File: src/rtl/pipe_stage_pkg.sv
// Shared types and constants for the generic pipeline stage register.
// Optional performance counters are enabled with PIPE_STAGE_PERF_EN.
package pipe_stage_pkg;

  typedef enum logic [1:0] {
    ST_EMPTY = 2'd0,
    ST_ONE   = 2'd1,
    ST_FULL  = 2'd2
  } state_e;

  localparam int unsigned PERF_CNT_W = 32;

  // Default bundle widths for each pipeline boundary.
  localparam int unsigned IFID_CTRL_W  = 16;
  localparam int unsigned IFID_DATA_W  = 64;
  localparam int unsigned IDEX_CTRL_W  = 16;
  localparam int unsigned IDEX_DATA_W  = 272;
  localparam int unsigned EXMEM_CTRL_W = 16;
  localparam int unsigned EXMEM_DATA_W = 144;
  localparam int unsigned MEMWB_CTRL_W = 16;
  localparam int unsigned MEMWB_DATA_W = 80;

  // Increment that sticks at all-ones instead of wrapping.
  function automatic logic [PERF_CNT_W-1:0] sat_inc(input logic [PERF_CNT_W-1:0] v);
    return (v == '1) ? v : v + 32'd1;
  endfunction

endpackage

File: src/rtl/pipe_stage_perf.sv
// Saturating stall/bubble/flush event counters for one pipeline stage.
// Instantiated by pipe_stage_reg only when PIPE_STAGE_PERF_EN is defined.
module pipe_stage_perf
  import pipe_stage_pkg::*;
(
  input  logic                  clk,
  input  logic                  reset,
  input  logic                  perf_clr,
  input  logic                  stall_evt,
  input  logic                  bubble_evt,
  input  logic                  flush_evt,
  output logic [PERF_CNT_W-1:0] stall_cnt,
  output logic [PERF_CNT_W-1:0] bubble_cnt,
  output logic [PERF_CNT_W-1:0] flush_cnt
);

  logic [PERF_CNT_W-1:0] stall_q, stall_d;
  logic [PERF_CNT_W-1:0] bubble_q, bubble_d;
  logic [PERF_CNT_W-1:0] flush_q, flush_d;

  // Next counts: clear wins over any increment.
  always_comb begin
    stall_d  = stall_q;
    bubble_d = bubble_q;
    flush_d  = flush_q;
    if (perf_clr) begin
      stall_d  = '0;
      bubble_d = '0;
      flush_d  = '0;
    end else begin
      if (stall_evt)  stall_d  = sat_inc(stall_q);
      if (bubble_evt) bubble_d = sat_inc(bubble_q);
      if (flush_evt)  flush_d  = sat_inc(flush_q);
    end
  end

  // Counter registers.
  always_ff @(posedge clk or negedge reset) begin
    if (!reset) begin
      stall_q  <= '0;
      bubble_q <= '0;
      flush_q  <= '0;
    end else begin
      stall_q  <= stall_d;
      bubble_q <= bubble_d;
      flush_q  <= flush_d;
    end
  end

  assign stall_cnt  = stall_q;
  assign bubble_cnt = bubble_q;
  assign flush_cnt  = flush_q;

endmodule

File: src/rtl/pipe_stage_reg.sv
// Generic pipeline stage register: ctrl/data bundles under valid/ready with
// a 2-entry skid buffer so in_ready is purely registered.
// Define PIPE_STAGE_PERF_EN to add stall/bubble/flush counters and perf_clr.
module pipe_stage_reg
  import pipe_stage_pkg::*;
#(
  parameter int unsigned CTRL_W              = IDEX_CTRL_W,
  parameter int unsigned DATA_W              = IDEX_DATA_W,
  parameter bit          ZERO_DATA_ON_BUBBLE = 1'b0
) (
  input  logic              clk,
  input  logic              reset,
  input  logic              flush,
  input  logic              in_valid,
  output logic              in_ready,
  input  logic [CTRL_W-1:0] in_ctrl,
  input  logic [DATA_W-1:0] in_data,
  output logic              out_valid,
  input  logic              out_ready,
  output logic [CTRL_W-1:0] out_ctrl,
  output logic [DATA_W-1:0] out_data
`ifdef PIPE_STAGE_PERF_EN
  ,
  input  logic                  perf_clr,
  output logic [PERF_CNT_W-1:0] stall_cnt,
  output logic [PERF_CNT_W-1:0] bubble_cnt,
  output logic [PERF_CNT_W-1:0] flush_cnt
`endif
);

  state_e            state_q, state_d;
  logic [CTRL_W-1:0] main_ctrl_q, main_ctrl_d, skid_ctrl_q, skid_ctrl_d;
  logic [DATA_W-1:0] main_data_q, main_data_d, skid_data_q, skid_data_d;
  logic              acc, pop;
  logic              load_main_in, load_main_skid, load_skid_in;

  assign in_ready  = (state_q != ST_FULL);
  assign out_valid = (state_q != ST_EMPTY);
  assign acc       = in_valid & in_ready;
  assign pop       = out_valid & out_ready;

  // Occupancy transitions and register load selects; flush overrides all.
  always_comb begin
    state_d        = state_q;
    load_main_in   = 1'b0;
    load_main_skid = 1'b0;
    load_skid_in   = 1'b0;
    if (flush) begin
      state_d = ST_EMPTY;
    end else begin
      case (state_q)
        ST_EMPTY: begin
          if (acc) begin
            state_d      = ST_ONE;
            load_main_in = 1'b1;
          end
        end
        ST_ONE: begin
          if (acc && pop) begin
            load_main_in = 1'b1;
          end else if (acc) begin
            state_d      = ST_FULL;
            load_skid_in = 1'b1;
          end else if (pop) begin
            state_d = ST_EMPTY;
          end
        end
        ST_FULL: begin
          if (pop) begin
            state_d        = ST_ONE;
            load_main_skid = 1'b1;
          end
        end
        default: state_d = ST_EMPTY;
      endcase
    end
  end

  // Entry payload muxing; registers simply hold when not loaded.
  always_comb begin
    main_ctrl_d = main_ctrl_q;
    main_data_d = main_data_q;
    skid_ctrl_d = skid_ctrl_q;
    skid_data_d = skid_data_q;
    if (load_main_in) begin
      main_ctrl_d = in_ctrl;
      main_data_d = in_data;
    end else if (load_main_skid) begin
      main_ctrl_d = skid_ctrl_q;
      main_data_d = skid_data_q;
    end
    if (load_skid_in) begin
      skid_ctrl_d = in_ctrl;
      skid_data_d = in_data;
    end
  end

  // State and entry registers.
  always_ff @(posedge clk or negedge reset) begin
    if (!reset) begin
      state_q     <= ST_EMPTY;
      main_ctrl_q <= '0;
      main_data_q <= '0;
      skid_ctrl_q <= '0;
      skid_data_q <= '0;
    end else begin
      state_q     <= state_d;
      main_ctrl_q <= main_ctrl_d;
      main_data_q <= main_data_d;
      skid_ctrl_q <= skid_ctrl_d;
      skid_data_q <= skid_data_d;
    end
  end

  // Bubbles carry no control; data optionally zeroed too.
  assign out_ctrl = out_valid ? main_ctrl_q : '0;
  assign out_data = (ZERO_DATA_ON_BUBBLE && !out_valid) ? '0 : main_data_q;

`ifdef PIPE_STAGE_PERF_EN
  pipe_stage_perf u_perf (
    .clk        (clk),
    .reset      (reset),
    .perf_clr   (perf_clr),
    .stall_evt  (out_valid & ~out_ready),
    .bubble_evt (~out_valid),
    .flush_evt  (flush),
    .stall_cnt  (stall_cnt),
    .bubble_cnt (bubble_cnt),
    .flush_cnt  (flush_cnt)
  );
`endif

endmodule

File: config.mk
export PLATFORM = sky130hd
export DESIGN_NAME = pipe_stage_reg
export DESIGN_NICKNAME = d
export VERILOG_FILES = /design/src/rtl/pipe_stage_pkg.sv /design/src/rtl/pipe_stage_perf.sv /design/src/rtl/pipe_stage_reg.sv
export SDC_FILE = /design/constraint.sdc
export NUM_CORES = 1
export LEC_CHECK = 0
export ABC_AREA = 1
export BUFFER_PORTS_ARGS = -buffer_cell sky130_fd_sc_hd__buf_2
export CAP_MARGIN = 5
export CORE_UTILIZATION = 35
export CTS_CLUSTER_DIAMETER = 100
export CTS_CLUSTER_SIZE = 10
export DETAILED_ROUTE_END_ITERATION = 12
export GPL_ROUTABILITY_DRIVEN = 0
export PLACE_DENSITY = 0.52
export SLEW_MARGIN = 20
export SYNTH_ARGS = -nofsm -noshare
export SYNTH_HDL_FRONTEND = slang
export SYNTH_HIERARCHICAL = 1
export SYNTH_SLANG_ARGS = --single-unit
File: constraint.sdc
create_clock -name clk -period 1.9 [get_ports clk]
set_clock_uncertainty 0.15 [all_clocks]
set_input_delay 0.19 -clock clk [delete_from_list [all_inputs] [get_ports clk]]
set_output_delay 0.19 -clock clk [all_outputs]
set_load 0.03 [all_outputs]
==> impl_summary.txt <==
----------------------------------------------------
[Logic synthesis]
  Post-synth EDFFs ... 0
  Cell area after synthesis ... 26990 um^2
  List of most frequent post-synthesis cells ... sky130_fd_sc_hd__nand2_1, sky130_fd_sc_hd__inv_1, sky130_fd_sc_hd__dfrtp_1
  Number of nets in the synthesized netlist ... 3771
  Compound-Gate Fraction of Synth Area ... 0.05341
  Synthesized netlist cell count ... 3478
  Share of synthesized registers carrying an async set or reset ... 1.000
  Average footprint of a synthesized cell ... 7.759 um^2
  Area share of xor/xnor cells in the synthesized design ... 0
  Sequential share of the synthesized area ... 0.5360
  Area share of and/or/nand/nor cells after synthesis ... 0.2866
  Dominant cells by area after synthesis ... sky130_fd_sc_hd__dfrtp_1, sky130_fd_sc_hd__nand2_1, sky130_fd_sc_hd__inv_1
  Number of synthesized register bits ... 578
  Area share of the largest cell type after synthesis ... 0.5360
  Share of cell area taken by muxes after synthesis ... 0
  Post-synthesis adder-cell area fraction ... 0
  Yosys warning count ... 6
  Biggest area consumer among synthesized cells ... sky130_fd_sc_hd__dfrtp_1
  Synth Flop Type ... sky130_fd_sc_hd__dfrtp_1
  Number of distinct library cells after synthesis ... 19
  Combinational family with the most area after synthesis ... simple AND/OR/NAND/NOR gates
  Leading cell type by number of instances after synthesis ... sky130_fd_sc_hd__nand2_1

[Setup path]
  Maximum fanout along the worst path ... 8
  Cell count of the worst reg-to-reg path ... 7
  Critical R2R Launch ... state_q[0]$_DFFE_PN0P_
  Worst endpoint data arrival time ... 1750 ps
  Crit Reg-Reg Endpoint ... out_data[248]$_DFFE_PN0P_
  Required time of the critical path ... 1560 ps
  Type of the worst setup path ... reg -> out
  Slack of the worst reg-to-reg path ... 80 ps
  Type of element launching the critical path ... flip-flop
  Worst Setup End Kind ... output pin

[Pwr]
  Pwr/cell area ... 1243 nW/um^2
  Power dissipated by switching net loads ... 17.73 mW
  Post-route total power ... around 46 mW
  Cell Int Power ... 28.30 mW
  Peak VDD IR ... 723.2 uV
  Static leakage power ... 20.73 nW
  Proportion of total power due to net switching ... 0.3852
  Relative contribution of the clock network to total power ... 0.251
  Sequential fraction of design power ... 0.415
  Proportion of power drawn by combinational gates ... 0.334

[GRT]
  Largest net degree at the start of global routing ... 90
  Global-route wire length before repair ... 144.2 mm
  Via count of the first global-routing pass ... 24820
  Global-route congestion overflow total ... 0
  Global router's overall resource usage ... 0.2339
  Initial antenna violation count ... 4

[Flow run]
  Max capacitance violation total ... 0

[Floorplan]
  Initial Utilization ... 0.3547
  Overall die height ... 279.7 um
  Placeable Area ... 76080 um^2
  Die span in x ... between 200 and 300 um
  Count of pins on the block boundary ... 583
  Core Rows ... 101
  Die outline area ... 78220 um^2

[Timing]
  RSZ-0062 raised after global routing ... yes
  Count of final setup violators ... 17
  Worst slew margin relative to its limit ... 0.6347
  Time the final worst path needs with I/O delays and setup ... between 2000 and 2500 ps
  Period Utilization, post-route ... 1.098
  Final Max Tran Viols ... 0
  Setup ws final ... -185.5 ps
  Hold Violations, Final ... 0
  Maximum clock frequency ... 479.5 MHz
  Measured slew at the worst slew-check pin ... between 500 and 600 ps

[Placed design]
  Placed Cells ... 4966
  Port-buffer cells ... 582
  Detailed-placement wirelength estimate ... roughly 60 mm
  Total cell area at the placement stage ... 31860 um^2

[CTS]
  Clock slew at the register clock pins of the worst setup and hold paths ... around 60 ps
  Clock tree root driver cell ... sky130_fd_sc_hd__clkbuf_16
  Maximum level of the CTS H-tree ... 3
  Clock tree from TritonCTS ... done
  Clock sink count ... about 580
  Latest clock arrival within the worst-skew pair ... 600 ps
  Total CTS buffers ... 67
  Clock Path Buffers ... 3

[Cells and area]
  Ratio of cells with drive above 1 in the final layout ... 0.1908
  Post-layout util ... 0.4866
  Final #Nets ... 4599
  Area growth from synthesis to final layout ... 37.18%
  Number of non-filler instances in the completed layout ... 5345
  Total non-filler cell area in the finished layout ... 37020 um^2

[Drt]
  First-pass iteration count of the detailed router ... 5
  Wire length per cell after detailed routing ... 17.48 um
  Via count normalized by instance count ... 4.791
  DRC viols ... 0
  Antenna violation net count after detailed routing ... 0
  1st-iter DRT viols ... 1758
  Via Count ... ~26000
  WL final ... a little over 90 mm

[Run status]
  Failing checks ... setup timing
  Result of the run ... finished, violations left

[Min path]
  Worst Hold Class ... in -> async

----------------------------------------------------
metrics by stage:
step / hold slack [ps] / setup WS (ps) / setup TNS [ps]
floorplan: -255.6 / 246.5 / 0
global placement: -51.60 / 136.8 / 0
detailed placement: -50.08 / 104.8 / 0
CTS: 123.5 / -221.9 / -3621
global route: 146.1 / -249.8 / -3407
finish: 146.0 / -185.5 / -2293
how the worst max path moves through the flow:
stage / start / to / slack (ps) / cells after the start
after floorplan: state_q[0]$_DFFE_PN0P_ / out_valid / 250 / 4
after global placement: state_q[1]$_DFFE_PN0P_ / out_data[49]$_DFFE_PN0P_ / 140 / 6
after detailed placement: out_ready / out_data[57]$_DFFE_PN0P_ / 100 / 9
after CTS: state_q[1]$_DFFE_PN0P_ / out_ctrl[11] / -220 / 6
after global routing: state_q[0]$_DFFE_PN0P_ / out_ctrl[13] / -250 / 6
final: state_q[0]$_DFFE_PN0P_ / out_ctrl[11] / -190 / 6
timing repair:
action	CTS	global route
hold buffers	293	0
pin swaps	1	5
gates cloned	1	2
setup buffers	4	2
resized for setup	65	20
hold endpoints to repair	1150	0
setup endpoints to repair	18	158
cells in the final DEF, fill, tap and decap left out, drive strengths merged:
cell type	count
clkbuf	74
dfrtp	578
nand3	297
nor2	19
nand2	1153
clkinv	3
buf	719
o21ai	288
inv	599
diode	2
nand4	291
dlygate4sd3	292
critical path: stages, from the launching register on:
cell                      delay [ps]
sky130_fd_sc_hd__dfrtp_2         410
sky130_fd_sc_hd__buf_6           130
sky130_fd_sc_hd__nor2_4          140
sky130_fd_sc_hd__buf_6           120
sky130_fd_sc_hd__buf_12          140
sky130_fd_sc_hd__nor2_2           60
sky130_fd_sc_hd__buf_6           130
cell families (layout without fill, tap and decap cells):
logic type,count (synthesis),after routing
flops,578,578
simple gates,1760,1760
compound gates,288,288
buf+inv,852,1687
other cells,0,2
state kept, by name, indices dropped and copies added (netlist names):
signal,flops
out_data,272
skid_data_q,272
main_ctrl_q,16
skid_ctrl_q,16
state_q,2
power by group through the flow:
stage	clock [mW]	sequential [mW]	combinational (mW)
after floorplan	0	22.3	6.11
after global placement	0	19.2	14.5
after detailed placement	0	19.2	14.7
after CTS	11.9	19.1	15.4
after global routing	12.4	19.5	17.1
final	11.6	19.1	15.4
final cells by class:
class	count	area [um^2]
Antenna cell	2	5.005
Clock buffer	72	1759
Clock inverter	4	57.56
Fill cell	7522	39060
Inverter	598	2252
Multi-Input combinational cell	2048	9313
Sequential cell	578	14470
Tap cell	1030	1289
Timing Repair Buffer	1013	7880
metal layers:
metal,GRT usage,vias up,share of wire
met5,0,-,0.00012
met4,0.08687,2,0.036
met3,0.03653,176,0.052
met2,0.3741,820,0.47
met1,0.3195,12100,0.45
li1,-,12510,-
No activity file was read; power rests on OpenSTA's default activity.
